$ cat src/rtl/instr_fetch_pkg.sv
// rtl/instr_fetch_pkg.sv - shared IF/ID types; IF_MISALIGN_EXC_EN adds the misaligned-fetch flag
package instr_fetch_pkg;

    localparam int XLEN = 32;

`ifdef IF_MISALIGN_EXC_EN
    localparam logic [XLEN-1:0] NOP_INSTR = 32'h0000_0013;
`endif

    typedef struct packed {
`ifdef IF_MISALIGN_EXC_EN
        logic exception_instr_misaligned;
`endif
        logic valid;
    } if2id_pipeline_ctrl_t;

    typedef struct packed {
        logic [XLEN-1:0] instruction;
        logic [XLEN-1:0] pc;
    } if2id_pipeline_data_t;

endpackage

$ cat src/rtl/fetch_fifo.sv
// rtl/fetch_fifo.sv - small synchronous FIFO with occupancy count and clear
module fetch_fifo #(
    parameter int WIDTH = 32,
    parameter int DEPTH = 2,
    localparam int AW = $clog2(DEPTH)
) (
    input  logic             clk,
    input  logic             rst,
    input  logic             clear,
    input  logic             push,
    input  logic [WIDTH-1:0] push_data,
    input  logic             pop,
    output logic [WIDTH-1:0] head,
    output logic [AW:0]      count
);
    localparam logic [AW:0] FULL = DEPTH[AW:0];

    logic [WIDTH-1:0] mem [DEPTH];
    logic [AW-1:0]    rd_ptr;
    logic [AW-1:0]    wr_ptr;
    logic             do_push;
    logic             do_pop;

    assign do_pop  = pop & (count != '0);
    assign do_push = push & ((count != FULL) | do_pop);
    assign head    = mem[rd_ptr];

    always_ff @(posedge clk) begin
        if (rst || clear) begin
            rd_ptr <= '0;
            wr_ptr <= '0;
            count  <= '0;
        end else begin
            if (do_pop) begin
                rd_ptr <= rd_ptr + AW'(1);
            end
            if (do_push) begin
                wr_ptr <= wr_ptr + AW'(1);
            end
            count <= count + {{AW{1'b0}}, do_push} - {{AW{1'b0}}, do_pop};
        end
    end

    always_ff @(posedge clk) begin
        if (do_push) begin
            mem[wr_ptr] <= push_data;
        end
    end

endmodule

$ cat src/rtl/instr_fetch.sv
// rtl/instr_fetch.sv - PC owner, pipelined ibus reads and IF/ID register; IF_MISALIGN_EXC_EN enables misaligned-target exceptions
module instr_fetch
    import instr_fetch_pkg::*;
#(
    parameter logic [31:0] RESET_PC    = 32'h0000_0000,
    parameter int          FETCH_DEPTH = 2
) (
    input  logic                 clk,
    input  logic                 rst,
    input  logic                 if_stall,
    input  logic                 if_flush,
    input  logic                 branch_take,
    input  logic [XLEN-1:0]      branch_pc,
    input  logic                 trap_take,
    input  logic [XLEN-1:0]      trap_pc,
    output logic                 ibus_read,
    output logic [XLEN-1:0]      ibus_address,
    input  logic                 ibus_waitrequest,
    input  logic                 ibus_readdatavalid,
    input  logic [XLEN-1:0]      ibus_readdata,
    output if2id_pipeline_ctrl_t if2id_pipeline_ctrl,
    output if2id_pipeline_data_t if2id_pipeline_data
);
    localparam int          CW      = $clog2(FETCH_DEPTH) + 1;
    localparam logic [CW:0] CREDITS = (CW + 1)'(FETCH_DEPTH);

    logic [XLEN-1:0] pc_q;
    logic [XLEN-1:0] target_raw;
    logic [XLEN-1:0] target;
    logic [XLEN-1:0] pc_head;
    logic [XLEN-1:0] data_head;
    logic [CW-1:0]   drop_cnt;
    logic [CW-1:0]   pc_count;
    logic [CW-1:0]   data_count;
    logic            redirect;
    logic            accept;
    logic            resp_live;
    logic            advance;
    logic            take_fifo;
    logic            take_bypass;
    logic            fetch_halt;

    assign redirect   = trap_take | branch_take;
    assign target_raw = trap_take ? trap_pc : branch_pc;

`ifdef IF_MISALIGN_EXC_EN
    logic exc_pending;
    logic exc_take;

    assign target   = target_raw;
    assign exc_take = advance & exc_pending;

    // A misaligned target is reported once, then fetch parks until the next redirect.
    always_ff @(posedge clk) begin
        if (rst) begin
            exc_pending <= 1'b0;
            fetch_halt  <= 1'b0;
        end else if (redirect) begin
            exc_pending <= |target[1:0];
            fetch_halt  <= |target[1:0];
        end else if (exc_take) begin
            exc_pending <= 1'b0;
        end
    end
`else
    assign target     = target_raw & ~32'h3;
    assign fetch_halt = 1'b0;
`endif

    // Credits cover requests awaiting a slot in the IF/ID register plus stale ones still to drain.
    assign ibus_read    = ~rst & ~redirect & ~fetch_halt
                        & (({1'b0, pc_count} + {1'b0, drop_cnt}) < CREDITS);
    assign ibus_address = pc_q;
    assign accept       = ibus_read & ~ibus_waitrequest;
    assign resp_live    = ibus_readdatavalid & (drop_cnt == '0);
    assign advance      = ~if_stall & ~if_flush & ~redirect;
    assign take_fifo    = advance & (data_count != '0);
    assign take_bypass  = advance & (data_count == '0) & resp_live;

    fetch_fifo #(.WIDTH(XLEN), .DEPTH(FETCH_DEPTH)) u_pc_fifo (
        .clk       (clk),
        .rst       (rst),
        .clear     (redirect),
        .push      (accept),
        .push_data (pc_q),
        .pop       (take_fifo | take_bypass),
        .head      (pc_head),
        .count     (pc_count)
    );

    fetch_fifo #(.WIDTH(XLEN), .DEPTH(FETCH_DEPTH)) u_data_fifo (
        .clk       (clk),
        .rst       (rst),
        .clear     (redirect),
        .push      (resp_live & ~redirect & ~take_bypass),
        .push_data (ibus_readdata),
        .pop       (take_fifo),
        .head      (data_head),
        .count     (data_count)
    );

    always_ff @(posedge clk) begin
        if (rst) begin
            pc_q <= RESET_PC;
        end else if (redirect) begin
            pc_q <= target;
        end else if (accept) begin
            pc_q <= pc_q + 32'd4;
        end
    end

    // On redirect every request not yet answered becomes stale; a response landing now consumes one.
    always_ff @(posedge clk) begin
        if (rst) begin
            drop_cnt <= '0;
        end else if (redirect) begin
            drop_cnt <= drop_cnt + pc_count - data_count - CW'(ibus_readdatavalid);
        end else if (ibus_readdatavalid && (drop_cnt != '0)) begin
            drop_cnt <= drop_cnt - CW'(1);
        end
    end

    always_ff @(posedge clk) begin
        if (rst) begin
            if2id_pipeline_ctrl <= '0;
        end else if (redirect || if_flush) begin
            if2id_pipeline_ctrl <= '0;
        end else if (!if_stall) begin
`ifdef IF_MISALIGN_EXC_EN
            if2id_pipeline_ctrl.valid                      <= take_fifo | take_bypass | exc_take;
            if2id_pipeline_ctrl.exception_instr_misaligned <= exc_take;
`else
            if2id_pipeline_ctrl.valid <= take_fifo | take_bypass;
`endif
        end
    end

    always_ff @(posedge clk) begin
        if (take_fifo) begin
            if2id_pipeline_data <= {data_head, pc_head};
        end else if (take_bypass) begin
            if2id_pipeline_data <= {ibus_readdata, pc_head};
`ifdef IF_MISALIGN_EXC_EN
        end else if (exc_take) begin
            if2id_pipeline_data <= {NOP_INSTR, pc_q};
`endif
        end
    end

endmodule

$ cat config.mk
export PLATFORM = sky130hd
export DESIGN_NAME = instr_fetch
export DESIGN_NICKNAME = d
export VERILOG_FILES = /design/src/rtl/instr_fetch_pkg.sv /design/src/rtl/fetch_fifo.sv /design/src/rtl/instr_fetch.sv
export SDC_FILE = /design/constraint.sdc
export NUM_CORES = 1
export LEC_CHECK = 0
export BUFFER_PORTS_ARGS = -buffer_cell sky130_fd_sc_hd__buf_2
export CORE_AREA = 2 2 146 148
export CTS_CLUSTER_DIAMETER = 120
export DETAILED_ROUTE_END_ITERATION = 7
export DIE_AREA = 0 0 148 150
export GPL_ROUTABILITY_DRIVEN = 0
export PLACE_DENSITY = 0.74
export SETUP_SLACK_MARGIN = 0.15
export SYNTH_ARGS = -nofsm -noshare
export SYNTH_HDL_FRONTEND = slang
export SYNTH_SLANG_ARGS = --single-unit
$ cat constraint.sdc
create_clock -name clk -period 8.14 [get_ports clk]
set_clock_uncertainty 0.15 [all_clocks]
set_input_delay 0.814 -clock clk [delete_from_list [all_inputs] [get_ports clk]]
set_output_delay 0.814 -clock clk [all_outputs]
set_load 0.01 [all_outputs]
==> metrics, run 1 <==
busiest grt layer=met2; max_cap viols=0; Core Area=between 0.02 and 0.025 mm^2; Netlist cell types=53; Clock Tree Buf Depth=3; #FFs+latches synth=229; final slew viol count=0; clk_lat worst skew=490 ps; post-DP HPWL=14000 um; row count=53; htree depth=1; RSZ-0062 raised after global routing=false; post-CTS sizing=0; P per Cell Area=roughly 220 mW/mm^2; Final Hold Fails=0; crit path time final=~4000 ps; dpl cell area=between 0.01 and 0.015 mm^2; first-pass GRT wire length=between 30000 and 40000 um; TritonCTS clock tree=yes; most common cell after layout, fill and taps aside=buf_2; drt wl/cell=approximately 18 um; total power=approximately 2.6 mW; leakage=about 4.2 nW; Hold WC Path Type=flop to flop; All-Layer GR Usage=around 19%; Final Setup Violations=0; initial antenna violation count=5; total negative slack=0 ps; Synth Flop Type=edfxtp_1; Synth Cell Area=about 0.0095 mm^2; Max Clk Rate=0.250 GHz; post-layout instance area=around 0.011 mm^2; Die Ht=around 150 um; drt pass-1 iters=5; drt drc=0; status=finished clean; WS Path Type=primary input to flop; Area Growth Syn to Fin=20.7%; Post-synth EDFFs=between 150 and 200; CTS buffer count=23; CP Capture Type=flop; # hold bufs at CTS=0; Die ar.=0.0222 mm^2; most frequent cells in the layout=193 x buf_2, 186 x edfxtp_1, 77 x a21oi_1; Sequential Area=approximately 0.0064 mm^2; CP Max Fanout=64; layout cells sized above 1=a little under a third; sequential-to-total area share from yosys stat=68.0%; Clock Sink Count=~230; worst hold margin=about 350 ps; average cell area after synthesis=13.2 um^2; Via density=5.22; Worst-path clk slew=approximately 60 ps; async set-or-reset flop fraction in the synthesized netlist=0%; via count=6261; met1 Use GR=24.8%; IO buf count=193; YS warnings=0; Slew @ Worst Pin=1060 ps; clock tree root buffer cell=clkbuf_16; data required time of the worst path=approximately 8300 ps; area of the multi-input gates=roughly 0.0029 mm^2; WL final=between 20000 and 25000 um; Filler cells=~1700; Boundary Pins=a little over 200; Syn Inst Count=between 700 and 800; vias in the first global route=5977; crit share post-route=approximately half; die width=around 150 um; met2 Use GR=a little under a third; met3 Usage GRT=around 3.3%; Critical Path AT=4190 ps; Initial Util=a little under half; crit start category=primary input; gr ovfl total=0; Post-CTS Setup Inserts=0; DRT iter0 DRCs=roughly 440; DRT antenna net count=0; Slew HR=between 20% and 30%; Peak VDD IR=approximately 0.00013 V; largest net degree at the start of global routing=67; fin nets=~1000
[where the power goes]
part,leakage (nW),internal (mW),total [mW],switching (mW)
Sequential,2.04,1.31,1.33,0.0296
Combinational,1.79,0.0946,0.230,0.135
Clock,0.355,0.580,0.996,0.417
Total,4.19,1.98,2.56,0.582
[state kept, by name (all words and copies together) (netlist names), named ones only]
name                 flops
u_data_fifo.mem         64
if2id_pipeline_data     62
u_pc_fifo.mem           60
ibus_address            30
drop_cnt                 2
u_data_fifo.count        2
u_pc_fifo.count          2
if2id_pipeline_ctrl      1
u_data_fifo.rd_ptr       1
u_data_fifo.wr_ptr       1
u_pc_fifo.rd_ptr         1
u_pc_fifo.wr_ptr         1
[logic make-up after synthesis]
logic type | after synthesis | share of synthesized area [%]
buf+inv | 54 | 2.38
mux | 66 | 7.36
simple gates | 199 | 10.4
flops | 229 | 68.0
xor+xnor | 24 | 2.22
other cells | 1 | 0.0395
compound gates | 133 | 8.11
fa+ha+maj | 10 | 1.56
[layout make-up]
type                       count  area share [%]
inverter                      15           0.492
multi-input combinational    436            25.0
clock inverter                 9           0.634
clock buffer                  32            5.58
timing repair buffer         200            8.90
sequential                   229            56.3
tap                          275            3.01
antenna                        4          0.0874
[cell usage after synthesis (all sizes together) (13+ instances only)]
master	count	area (um^2)
nor3	19	95.1
dfxtp	43	861
mux2	30	338
mux2i	36	360
o21ai	17	85.1
nor2	68	255
edfxtp	186	5590
inv	15	56.3
nand2	46	173
nand3	13	70.1
a21oi	77	385
clkbuf	32	120
xnor2	19	166
[routing by layer]
layer	share of wire [%]	routed length, um
met2	48	10300
met3	6.4	1380
met4	3.2	688
met1	42	9030
met5	0	0
[worst max-delay path, stage by stage]
cell       delay, ps
buf_2            400
or2_1            580
a2111oi_4        440
buf_4            790
a21boi_1         340
ha_1             280
inv_1             60
ha_1             150
xnor2_1          130
xnor2_1          130
nor2_1            50
[path summary, 6_finish.rpt]
kind	endpoint	slack (ps)	from	depth (start not counted)
max	u_pc_fifo.count[1]	4150	trap_take	11
min	u_pc_fifo.wr_ptr	350	u_pc_fifo.wr_ptr	2
max reg2reg	u_pc_fifo.mem[0][14]	4670	u_pc_fifo.count[0]	7
min reg2reg	u_pc_fifo.wr_ptr	350	u_pc_fifo.wr_ptr	2
[per-stage QoR]
step / utilization, % / setup WS [ps] / instances
6_report: 55.3 / 4150 / 1200
4_1_cts: 55.3 / 4110 / 1196
3_3_place_gp: 51.9 / 3650 / 1155
2_1_floorplan: - / 613 / 719
3_5_place_dp: 51.9 / 3590 / 1155
5_1_grt: 55.3 / 3830 / 1200
(Power assumes the default switching activity.)
==> inputs of run 2 (changes only) <==
- PLACE_DENSITY: 0.74 -> 0.77
- clock period: 8.14 -> 3.2 ns (I/O delays scaled with it)
==> metrics, run 2 (synthesis results as in run 1) <==
max reg flops=64 (unchanged); htree depth=1 (unchanged); Clock Tree Buf Depth=3 (unchanged); Peak VDD IR=0.000307 V (was 0.000133 V); die width=148 um (unchanged); All-Layer GR Usage=20.4% (was 18.6%); initial antenna violation count=2 (was 5); largest net degree at the start of global routing=66 (was 67); post-layout instance area=0.0121 mm^2 (was 0.0114 mm^2); worst hold margin=21.3 ps (was 347 ps); top flop regs=u_data_fifo.mem (64), if2id_pipeline_data (62), u_pc_fifo.mem (60) (unchanged); Clock Sink Count=229 (unchanged); Max Clk Rate=approximately 0.35 GHz; DRT antenna net count=0 (unchanged); slowest CP cell=or4_4 (was buf_4); leakage=4.44 nW (was 4.19 nW); data required time of the worst path=3430 ps (was 8340 ps); Slew HR=51.1% (was 29.0%); Core Area=0.0207 mm^2 (unchanged); Worst Min Path Start=trap_pc[4] (was u_pc_fifo.wr_ptr); max_cap viols=0 (unchanged); crit path time final=2860 ps; Area Growth Syn to Fin=27.2% (was 20.7%); crit share post-route=about nine tenths; Critical Path AT=3090 ps (was 4190 ps); dpl cell area=0.0109 mm^2 (was 0.0107 mm^2); layout cells sized above 1=30.1% (about the same); Clock power frac=38.7% (was 38.9%); P_int=5.13 mW (was 1.98 mW); Boundary Pins=202 (unchanged); clk_lat worst skew=510 ps (was 490 ps); vias in the first global route=6466 (was 5977); Final Hold Fails=0 (unchanged); row count=53 (unchanged); Final Setup Violations=0 (unchanged); Logic pwr share=10.5% (was 9.0%); Hold Path Depth=3 (was 2); RR Startpoint=u_pc_fifo.count[0] (unchanged); Sequential Area=0.00645 mm^2 (about the same); Reg power frac=50.9% (was 52.1%); crit-path max cell delay=580 ps (was 790 ps); DP Cell Count=1166 (was 1155); area of the multi-input gates=0.00290 mm^2 (was 0.00286 mm^2); Reg2Reg Depth=8 (was 7); CTS buffer count=22 (was 23); r2r setup slk=340 ps (was 4670 ps); Sw Ratio=23.2% (was 22.7%); most frequent cells in the layout=193 x buf_2, 186 x edfxtp_1, 77 x a21oi_1 (unchanged); status=finished clean (unchanged); drt wl/cell=18.5 um (was 17.8 um); crit start category=flop (was primary input); WS Path Type=flop to flop (was primary input to flop); Hold WC Path Type=primary input to flop (was flop to flop); Initial Util=45.8% (unchanged); RSZ-0062 raised after global routing=false (unchanged); TritonCTS clock tree=yes (unchanged); first-pass GRT wire length=35500 um (was 32200 um); fin nets=1075 (was 1019); drt pass-1 iters=5 (unchanged); IO buf count=193 (unchanged); Die Ht=150 um (unchanged); P per Cell Area=554 mW/mm^2 (was 224 mW/mm^2); Worst Hold Path EP=ibus_address[4] (was u_pc_fifo.wr_ptr); WL final=23100 um (was 21400 um); DRT iter0 DRCs=435 (unchanged); final slew viol count=0 (unchanged); clock tree root buffer cell=clkbuf_16 (unchanged); RR Endpoint=ibus_address[31] (was u_pc_fifo.mem[0][14]); most common cell after layout, fill and taps aside=buf_2 (unchanged); Die ar.=0.0222 mm^2 (unchanged); Net Sw Power=1.55 mW (was 582 uW); Post-CTS Setup Inserts=0 (unchanged); Largest Register=u_data_fifo.mem (unchanged); Via density=5.30 (was 5.22); via count=6644 (was 6261); crit path cell chain=inv_1 -> nor2_1 -> fa_1 -> or3_4 -> or4_4 -> nor4_4 -> xnor2_1 -> o22ai_1 (was buf_2 -> or2_1 -> a2111oi_4 -> buf_4 -> a21boi_1 -> ha_1 -> inv_1 -> ha_1 -> xnor2_1 -> xnor2_1 -> nor2_1); CP Max Fanout=6 (was 64); CP Capture Type=flop (unchanged); non-filler cells, final=1253 (was 1200); gr ovfl total=0 (unchanged); Filler cells=1615 (was 1729); drt drc=0 (unchanged); Worst-path clk slew=60 ps (about the same); post-DP HPWL=14800 um (was 14000 um); Slew @ Worst Pin=732 ps (was 1060 ps)
run 2: cell types whose count changed in the layout (fill, tap and decap cells not counted), moves of 3 or more:
cell	change
clkinv_1	+4
diode_2	-3
clkinv_2	-3
dlygate4sd3_1	+46
buf_4	+8
clkbuf_1	-3
run 2: critical path: cells and delay by family (launching register included):
family          cells  cell delay (ps)
xor+xnor            1              150
fa+ha+maj           1              480
compound gates      1               90
flops               1              340
simple gates        4             1420
buf+inv             1              100
run 2: cell type report:
cell class / instances / area share [%]
well taps: 275 / 2.85
repair buffers: 257 / 13.2
clock inverters: 13 / 0.975
diodes: 1 / 0.0207
clock buffers: 27 / 4.98
inverters: 15 / 0.467
flip-flops and latches: 229 / 53.5
multi-input cells: 436 / 24.1
run 2: through the flow:
stage | TNS, ps | power (mW) | utilization (%) | setup slack (ps)
after floorplan | -90370 | 3.84 | - | -1130
after global placement | 0 | 4.07 | 52.5 | 294
after detailed placement | 0 | 4.10 | 52.5 | 240
after CTS | 0 | 6.72 | 58.2 | 232
after global routing | 0 | 6.91 | 58.3 | 251
final | 0 | 6.68 | 58.3 | 345
run 2: worst max path at each step:
stage	slack, ps	end	start
3_5_place_dp	240	u_pc_fifo.mem[1][24]	u_pc_fifo.count[0]
2_1_floorplan	-1130	u_pc_fifo.count[1]	drop_cnt[1]
3_3_place_gp	290	u_pc_fifo.mem[1][21]	u_pc_fifo.count[0]
5_1_grt	250	ibus_address[31]	u_pc_fifo.count[0]
6_report	340	ibus_address[31]	u_pc_fifo.count[0]
4_1_cts	230	u_pc_fifo.mem[1][22]	u_pc_fifo.count[0]
run 2: power by group through the flow:
stage                     Combinational, mW  Sequential [mW]  Clock, mW
after floorplan                       0.382             3.46          0
after global placement                0.614             3.45          0
after detailed placement              0.639             3.46          0
after CTS                             0.692             3.40       2.63
after global routing                  0.769             3.41       2.74
final                                 0.699             3.40       2.58
run 2: routing by layer:
layer  vias up  GRT usage, %  wire length [um]
li1       3152             -                 -
met1      3198          26.4              9430
met3        63          3.17              1210
met4         0          8.95               918
met5         -             0                 0
met2       231          34.3             11600
run 2: timing repair:
action,4_1_cts,5_1_grt
endpoints found under the hold margin,79,0
hold buffers,46,0
endpoints found under the setup margin,0,21
gates resized for setup,0,2
